[src/rtl/clk_gate_ctrl.sv]
// Clock-gate power controller with round-robin arbiter for one gated domain.
// Wakes the domain ahead of the first grant and gates it off after an idle timeout.
module clk_gate_ctrl #(
  parameter int NUM_REQ     = 2,
  parameter int WAKE_CYCLES = 2,
  parameter int IDLE_CYCLES = 4
) (
  input  logic               i_Ref_clk,
  input  logic               i_RST_n,
  input  logic [NUM_REQ-1:0] i_Req,
  input  logic               i_Force_On,
  output logic               o_Gate_EN,
  output logic [NUM_REQ-1:0] o_Gnt,
  output logic               o_Busy,
  output logic [1:0]         o_State
);

  localparam int MAXC = (WAKE_CYCLES > IDLE_CYCLES) ?
                        WAKE_CYCLES : IDLE_CYCLES;
  localparam int CW = $clog2(MAXC + 1);
  localparam int PW = $clog2(NUM_REQ);

  localparam logic [CW-1:0] WAKE_LD = CW'(WAKE_CYCLES);
  localparam logic [CW-1:0] IDLE_LD = CW'(IDLE_CYCLES);
  localparam logic [CW-1:0] CNT_ONE = CW'(1);

  typedef enum logic [1:0] {
    OFF  = 2'd0,
    WAKE = 2'd1,
    ON   = 2'd2,
    IDLE = 2'd3
  } state_e;

  state_e             state_q, state_d;
  logic [CW-1:0]      cnt_q, cnt_d;
  logic [NUM_REQ-1:0] gnt_q, gnt_d;
  logic [PW-1:0]      ptr_q, ptr_d;
  logic               gate_q, gate_d;
  logic               busy_q, busy_d;
  logic [PW-1:0]      ptr_nxt;

  function automatic logic [NUM_REQ-1:0] rr_pick(
    input logic [NUM_REQ-1:0] req,
    input logic [PW-1:0]      start
  );
    logic [NUM_REQ-1:0] g;
    int idx;
    g = '0;
    for (int k = 0; k < NUM_REQ; k++) begin
      idx = (int'(start) + k) % NUM_REQ;
      if (req[idx] && (g == '0)) g[idx] = 1'b1;
    end
    return g;
  endfunction

  // Pointer slot just past the current grantee.
  always_comb begin
    int gi;
    gi = 0;
    for (int k = 0; k < NUM_REQ; k++) begin
      if (gnt_q[k]) gi = k;
    end
    ptr_nxt = PW'((gi + 1) % NUM_REQ);
  end

  always_comb begin
    state_d = state_q;
    cnt_d   = cnt_q;
    gnt_d   = gnt_q;
    ptr_d   = ptr_q;
    gate_d  = gate_q;
    unique case (state_q)
      OFF: begin
        if (|i_Req || i_Force_On) begin
          state_d = WAKE;
          gate_d  = 1'b1;
          cnt_d   = WAKE_LD;
        end
      end
      WAKE: begin
        if (cnt_q == CNT_ONE) begin
          state_d = ON;
          gnt_d   = rr_pick(i_Req, ptr_q);
        end else begin
          cnt_d = cnt_q - CNT_ONE;
        end
      end
      ON: begin
        if (|gnt_q) begin
          if (!(|(gnt_q & i_Req))) begin
            ptr_d = ptr_nxt;
            gnt_d = rr_pick(i_Req, ptr_nxt);
          end
        end else if (|i_Req) begin
          gnt_d = rr_pick(i_Req, ptr_q);
        end else if (!i_Force_On) begin
          state_d = IDLE;
          cnt_d   = IDLE_LD;
        end
      end
      IDLE: begin
        // A request on the expiry edge rescues the domain.
        if (|i_Req) begin
          state_d = ON;
          gnt_d   = rr_pick(i_Req, ptr_q);
        end else if (i_Force_On) begin
          state_d = ON;
        end else if (cnt_q == CNT_ONE) begin
          state_d = OFF;
          gate_d  = 1'b0;
        end else begin
          cnt_d = cnt_q - CNT_ONE;
        end
      end
      default: state_d = OFF;
    endcase
    busy_d = (state_d != OFF);
  end

  always_ff @(posedge i_Ref_clk or negedge i_RST_n) begin
    if (!i_RST_n) begin
      state_q <= OFF;
      cnt_q   <= '0;
      gnt_q   <= '0;
      ptr_q   <= '0;
      gate_q  <= 1'b0;
      busy_q  <= 1'b0;
    end else begin
      state_q <= state_d;
      cnt_q   <= cnt_d;
      gnt_q   <= gnt_d;
      ptr_q   <= ptr_d;
      gate_q  <= gate_d;
      busy_q  <= busy_d;
    end
  end

  assign o_Gate_EN = gate_q;
  assign o_Gnt     = gnt_q;
  assign o_Busy    = busy_q;
  assign o_State   = state_q;

endmodule
[config.mk]
export PLATFORM = sky130hd
export DESIGN_NAME = clk_gate_ctrl
export DESIGN_NICKNAME = d
export VERILOG_FILES = /design/src/rtl/clk_gate_ctrl.sv
export SDC_FILE = /design/constraint.sdc
export NUM_CORES = 1
export LEC_CHECK = 0
export CORE_UTILIZATION = 40
export CTS_CLUSTER_SIZE = 16
export DETAILED_ROUTE_END_ITERATION = 12
export PLACE_DENSITY = 0.63
export SKIP_CTS_REPAIR_TIMING = 1
export SLEW_MARGIN = 0
export SYNTH_ARGS = -nofsm -noshare
export SYNTH_HDL_FRONTEND = slang
export SYNTH_SLANG_ARGS = --single-unit
[constraint.sdc]
create_clock -name i_Ref_clk -period 5.1 [get_ports i_Ref_clk]
set_input_delay 0.51 -clock i_Ref_clk [delete_from_list [all_inputs] [get_ports i_Ref_clk]]
set_output_delay 0.51 -clock i_Ref_clk [all_outputs]
set_load 0.05 [all_outputs]
# After elaboration in Yosys (flattened, before gate mapping)
# Index checks and enable logic that the tools add are counted.
# totals
ff_bits,10
input_bits,5
output_inout_bits,6
wordCells,127
# op_classes
addsub,4
magnitude_cmp,8
eq_ne,15
muxes,62
bitwise,8
n_reduce_logical,24
# ops
op,count
2-bit 2-to-1 mux,28
3-bit 2-to-1 mux,7
1-bit 2-to-1 mux,19
"2-bit inequality test, second input constant",9
3-bit one-hot mux with 4 select lines,1
2-bit logical NOT,5
5-bit AND reduction,2
1-bit logical AND,8
2-bit OR,4
2-bit one-hot mux with 4 select lines,1
"2-bit by 3-bit < comparator with 1-bit output, second input constant",2
"3-bit inequality test, second input constant",2
2-bit one-hot mux with 3 select lines,1
6-bit AND reduction,1
2-bit OR reduction,3
1-bit demux with 1-bit select,4
"2-bit == test, second input constant",2
"2-bit by 1-bit greater-or-equal comparator with 1-bit output, second input constant",2
"1-bit by 2-bit < comparator with 1-bit output, second input constant",2
2-bit nonzero test,2
"1-bit adder, second input constant",3
"3-bit by 1-bit == test with 1-bit output, second input constant",1
3-bit AND reduction,1
3-bit nonzero test,1
8 further kinds,10

# Depth between registers and ports, before layout
# Gate-level depths: netlist (run 1).
# logic_depth
word_depth,16
ltp_mapped,6
depth_no_buf,6

# Least setup slack after synthesis (run 1)
# Ideal clock, no wire load.
# synth_path
path_type,register -> register
start,"register state_q[1], in the netlist o_State[1]"
end,"register gnt_q[0], in the netlist o_Gnt[0]"
setup_time_ns,0.125
arrival_time_ns,1.692
required_time_ns,4.975
setup_slack_ns,3.283
path_stages_with_launch,6
path_buffers,1
synth_period_minus_slack_ns,1.817
cell_sequence,dfrtp_1 -> buf_4 -> inv_2 -> a221o_1 -> a32oi_1 -> mux2_2
# synth_via
elab_chain_len,3
word_cells_on_any_way,10
classes_between,eq/ne: 7; mux: 1; reduce/logical: 2
# synth_rtl
element,line_no,source
start: declaration,34,"state_e state_q, state_d;"
start signal: assignment,129,state_q <= state_d;
2-bit == test / 2-bit by 1-bit == test with 1-bit output (equally long branches),72,unique case (state_q)
"3-bit inequality test (no source line), or another cell as far along",n/a,
5-bit AND reduction (no source line),n/a,
end signal: assignment,131,gnt_q <= gnt_d;
end: declaration,36,"logic [NUM_REQ-1:0] gnt_q, gnt_d;"
# Parallel ways exist; a longest one is shown, timed or not.
# A chain may end at the register's enable or synchronous reset.

# Final worst setup path (run 1)
# layout_path
start,"register state_q[0], in the netlist o_State[0]"
end,output port o_State[0]
# layout_lines
element,line_no,source
end: declaration,15,output logic [1:0] o_State
# No word-level cell between the ends.

==> results of run 1 <==
-- how the worst min path moves through the flow --
stage | start | end | depth (start not counted)
2_1_floorplan | i_RST_n | cnt_q[0] | 0
3_3_place_gp | ptr_q | ptr_q | 2
3_5_place_dp | ptr_q | ptr_q | 2
4_1_cts | ptr_q | ptr_q | 2
5_1_grt | i_RST_n | o_Gnt[0] | 1
6_report | i_RST_n | o_Gnt[1] | 1
-- Yosys cell counts --
library cell  instances
nand2_1               2
nor3_1                2
nand4bb_1             1
o221ai_1              1
ha_1                  2
o31a_1                1
or3_1                 1
inv_1                 5
inv_2                 1
dfrtp_1              10
a221o_1               2
o21ai_0               2
a21oi_1               4
or4_4                 1
o21bai_1              1
a32oi_1               1
and3b_1               1
nor2b_2               1
nand3b_1              2
o21ai_1               5
buf_6                 1
buf_4                 1
mux2_2                1
o21a_1                1
a22o_1                1
a211o_1               1
a21o_1                1
nor2b_1               3
a22oi_1               1
nor2_1                3
o21bai_4              1
nor3b_1               1
o22ai_2               1
buf_2                 1
-- cells by family (layout without fill, tap and decap cells) --
logic type,count (synthesis),count (layout)
simple gates,18,18
compound gates,24,24
flops,10,10
mux,1,1
buf+inv,9,20
fa+ha+maj,2,2
-- registers in the layout (all words and copies together) (netlist names) --
| register | cells |
|---|---|
| cnt_q | 3 |
| o_Gate_EN | 1 |
| o_State | 2 |
| o_Gnt | 2 |
| o_Busy | 1 |
| ptr_q | 1 |
-- layout by cell type (no fill, tap or decap), types with 3 or more instances in the layout --
cell	synthesis	routed
dfrtp_1	10	10
clkdlybuf4s50_1	0	10
inv_1	5	5
o21ai_1	5	5
a21oi_1	4	4
nor2b_1	3	3
nor2_1	3	3
clkbuf_4	0	3
-- metal layers --
metal	vias to the layer above	GRT usage, %
met3	2	6.96
met4	0	5.81
met5	-	0
li1	255	-
met1	234	24.0
met2	17	23.1
-- metrics by stage --
step | power, W | hold WS (ns) | std cells | setup slack [ns]
5_1_grt | 0.000529 | 0.596 | 90 | 2.80
3_3_place_gp | 0.000418 | 0.539 | 86 | 2.98
4_1_cts | 0.000493 | 0.563 | 90 | 2.87
2_1_floorplan | 0.000354 | 0.214 | 64 | 3.28
3_5_place_dp | 0.000419 | 0.543 | 86 | 2.94
6_report | 0.000489 | 0.559 | 90 | 2.87
-- cell type report --
class,instances,area (sq um),share of cell area (%)
Tap cell,15,18.8,2.47
Clock buffer,4,36.3,4.77
Sequential cell,10,250,32.9
Inverter,6,22.5,2.96
Multi-Input combinational cell,45,333,43.7
Timing Repair Buffer,10,100,13.2
-- power by group --
part | internal (W) | switching, W | total [W] | leakage [nW]
clock network | 0.0000434 | 0.0000292 | 0.0000726 | 0.0210
registers | 0.000112 | 0.0000457 | 0.000158 | 0.118
logic | 0.000112 | 0.000147 | 0.000259 | 0.175
==> flow_metrics.env, run 1 <==
export IMPL_wl_met1_um=637
export IMPL_htree_levels=1
export IMPL_wirelength_um=1280
export IMPL_ys_seq_elements=10
export IMPL_antenna_left=0
export IMPL_synth_area_leader_cell="dfrtp_1"
export IMPL_avgViaCountPerCell=5.64
export IMPL_synth_compound_area_share_pct=28.6
export IMPL_tns_ns=0
export IMPL_dr_wl_met2_um=548
export IMPL_synth_xor_area_share_pct=0
export IMPL_rsz0062_at_grt="no"
export IMPL_fin_worst_skew_ns=0.00821
export IMPL_coreArea_sq_um=1380
export IMPL_route_detailed_drc=0
export IMPL_ys_warnings_count=0
export IMPL_cp_arrival_ns=1.72
export IMPL_cts_tree="yes"
export IMPL_gp_congestion=0.733
export IMPL_yosys_area_share_adder_pct=3.98
export IMPL_rr_worst_depth=5
export IMPL_grt_max_degree=15
export IMPL_grt_pass1_wl_um=2170
export IMPL_synth_seq_area_share_pct=39.8
export IMPL_fp_dieH_um=41.7
export IMPL_nFillCells=129
export IMPL_p_per_area_nw_per_um2=643
export IMPL_firstDrtPassIters=4
export IMPL_timing_rr_end="o_Gnt[0]"
export IMPL_drive_gt1_share_pct=13.3
export IMPL_drv_slew=0
export IMPL_clock_sinks=10
export IMPL_critical_path_required_ns=4.59
export IMPL_synth_nets=71
export IMPL_syn_area_sq_um=629
export IMPL_hold_viol=0
export IMPL_synth_area_leaders="dfrtp_1, ha_1, o21ai_1, a21oi_1, a221o_1"
export IMPL_worstHoldPathType="input port to asynchronous set/reset pin"
export IMPL_antenna_cells=0
export IMPL_cts_buffer_depth=2
export IMPL_antenna_found_initial=0
export IMPL_grt_overflow=0
export IMPL_dieArea_sq_um=1740
export IMPL_endpoint="o_State[0]"
export IMPL_final_nets=83
export IMPL_crit_type="flop to output port"
export IMPL_dpl_instance_area_sq_um=724
export IMPL_grt_usage_pct=17.0
export IMPL_num_rows=13
export IMPL_syn_inst=64
export IMPL_grt_pass1_vias=460
export IMPL_clock_root_buffer="clkbuf_4"
export IMPL_slew_headroom_pct=67.0
export IMPL_status="finished, final reports clean"
export IMPL_synthSimpleGateAreaFrac_pct=18.5
export IMPL_synthMuxAreaShare_pct=1.79
export IMPL_final_area_sq_um=761
export IMPL_crit_path_start_kind="flop"
export IMPL_fin_crit_ns=2.23
export IMPL_drt_wirelength_per_cell_um=14.2
export IMPL_hpwl_um=900
export IMPL_period_share_pct=43.6
export IMPL_syn_area_per_cell_sq_um=9.83
export IMPL_crit_path_end_kind="output port"
export IMPL_io_buffer_count=10
export IMPL_start_util_pct=45.5
export IMPL_highest_layer="met4"
export IMPL_cpMaxStageDelayCell="clkdlybuf4s50_1"
export IMPL_fmax_mhz=449
export IMPL_ir_drop_mv=0.304
export IMPL_path_cells="clkdlybuf4s50_1"
export IMPL_ys_types=34
export IMPL_max_stage_delay_ns=0.88
export IMPL_clk_pin_slew_worst_paths_ns=0.07
export IMPL_num_vias=508
export IMPL_rrSetupSlack_ns=3.31
export IMPL_fp_dieW_um=41.7
export IMPL_dr_first_iter_drc_count=19
export IMPL_worst_path_stages=1
export IMPL_numCtsBuffers=3
export IMPL_synth_top_family_by_area="compound AO/OA/AOI/OAI gates"
export IMPL_clk_latency_ns=0.27
export IMPL_cp_max_fo=14
export IMPL_r2r_start="cnt_q[0]"
export IMPL_area_growth_pct=20.9
export IMPL_max_cap_viol_count=0
export IMPL_pin_count=11
export IMPL_setup_viol=0
export IMPL_cp_num_buf_inv=1
export IMPL_wl_met3_um=79
export IMPL_cpLargestDelayFamily="buffers and inverters"
export IMPL_utilization_pct=55.0
export IMPL_power_leakage_nw=0.314
export IMPL_yosysTopAreaCellShare_pct=39.8
export IMPL_worst_pin_slew_ns=0.493
export IMPL_crit_path_start="o_State[0]"
(Power assumes the default switching activity.)
==> run 2, diff against run 1 <==
- clock period: 5.1 -> 2.1 ns (I/O delays scaled with it)
==> run 2 against run 1 <==
  * Global-route usage down 1.6 points
  * Die area unchanged
  * Sequential power up 140%
  * Sequential share of layout area down 0.32 points
  * Utilization up 0.54 points
  * Power up 140%
  * Wire length down 4.2%
  * Clock power up 150%
  * Clock skew down 0.0066 ns
  * Critical endpoint is now o_State[1]
  * Largest cell class unchanged
  * Highest routed layer unchanged
==> flow_metrics.env, run 2 (same netlist as run 1, synthesis figures left out) <==
export IMPL_status="finished, final reports clean"
export IMPL_final_nets=84
export IMPL_setup_viol=0
export IMPL_power_leakage_nw=0.319
export IMPL_max_stage_delay_ns=0.86
export IMPL_dp_slack_ns=0.274
export IMPL_rsz0062_at_grt="no"
export IMPL_tns_ns=0
export IMPL_antenna_left=0
export IMPL_drt_wirelength_per_cell_um=13.5
export IMPL_critical_path_required_ns=1.89
export IMPL_num_vias=517
export IMPL_grt_overflow=0
export IMPL_largest_reg_flops=3
export IMPL_setup_ws_ns=0.245
export IMPL_grt_max_degree=11
export IMPL_slew_headroom_pct=67.2
export IMPL_route_detailed_drc=0
export IMPL_antenna_cells=0
export IMPL_hold_viol=0
export IMPL_hold_ws_ns=0.261
export IMPL_utilization_pct=55.6
export IMPL_cpMaxStageDelayCell="clkdlybuf4s50_1"
export IMPL_gp_congestion=0.772
export IMPL_num_rows=13
export IMPL_crit_path_start_kind="flop"
export IMPL_hpwl_um=878
export IMPL_drv_slew=0
export IMPL_numCtsBuffers=3
export IMPL_clk_latency_ns=0.27
export IMPL_coreArea_sq_um=1380
export IMPL_grt_pass1_vias=433
export IMPL_fin_worst_skew_ns=0.00164
export IMPL_regMostFlops="cnt_q"
export IMPL_pin_count=11
export IMPL_firstDrtPassIters=4
export IMPL_fin_cells=91
export IMPL_fp_dieW_um=41.7
export IMPL_p_per_area_nw_per_um2=1560
export IMPL_clk_pin_slew_worst_paths_ns=0.07
export IMPL_dieArea_sq_um=1740
export IMPL_ir_drop_mv=0.692
export IMPL_dr_first_iter_drc_count=14
export IMPL_cp_num_buf_inv=1
export IMPL_worst_pin_slew_ns=0.491
export IMPL_placed_cells=87
export IMPL_avgViaCountPerCell=5.68
export IMPL_mostFrequentLayoutCells="dfrtp_1, clkdlybuf4s50_1, inv_1, o21ai_1, a21oi_1"
export IMPL_max_cap_viol_count=0
export IMPL_cts_buffer_depth=2
export IMPL_cpLargestDelayFamily="buffers and inverters"
export IMPL_worstHoldPathType="input port to asynchronous set/reset pin"
export IMPL_crit_path_end_kind="output port"
export IMPL_crit_type="flop to output port"
export IMPL_period_share_pct=88.3
export IMPL_fin_crit_ns=1.86
export IMPL_clock_sinks=10
export IMPL_fp_dieH_um=41.7
export IMPL_htree_levels=1
export IMPL_fmax_mhz=539
export IMPL_cp_max_fo=10
export IMPL_antenna_found_initial=0
export IMPL_cp_arrival_ns=1.65
export IMPL_grt_pass1_wl_um=1970
export IMPL_io_buffer_count=10
export IMPL_drive_gt1_share_pct=14.5
export IMPL_cts_tree="yes"
export IMPL_start_util_pct=45.5
export IMPL_area_growth_pct=22.1
export IMPL_grt_usage_pct=15.4
export IMPL_clock_root_buffer="clkbuf_4"
export IMPL_wirelength_um=1230
export IMPL_path_cells="clkdlybuf4s50_1"
==> run 2: cell type report <==
type / instances / area (sq um)
Fill cell: 122 / 614
Timing Repair Buffer: 11 / 108
Multi-Input combinational cell: 45 / 333
Inverter: 6 / 22.5
Sequential cell: 10 / 250
Tap cell: 15 / 18.8
Clock buffer: 4 / 36.3
==> run 2: path summary, 6_finish.rpt <==
check                                 from         end  slack, ns  cells after the start
worst min-delay path               i_RST_n    o_Gnt[1]       0.26                      1
max in group asynchronous          i_RST_n    cnt_q[2]       1.52                      1
worst max register to register    cnt_q[1]    o_Gnt[0]       0.33                      6
worst min register to register   o_Gate_EN   o_Gate_EN       0.57                      2
worst max-delay path            o_State[1]  o_State[1]       0.24                      1
min in group i_Ref_clk           o_Gate_EN   o_Gate_EN       0.57                      2
==> run 2: routing by layer <==
layer	vias up	GRT usage (%)	wire (um)	share of wire, %
met5	-	0	0	0
met4	0	7.74	20	1.6
met3	4	4.78	74	6.0
met2	15	20.3	497	40
met1	238	22.3	636	52
li1	260	-	-	-
==> run 2: metrics by stage <==
stage	power (W)	instance area, sq um
floorplan	0.000859	629
global placement	0.00102	732
detailed placement	0.00102	732
CTS	0.00120	768
global route	0.00129	768
finish	0.00120	768
==> run 2: power breakdown <==
group          internal (W)  switching (W)  total [W]
Sequential         0.000272       0.000103   0.000375
Clock              0.000105      0.0000723   0.000178
Combinational      0.000279       0.000367   0.000646
Total              0.000656       0.000542    0.00120
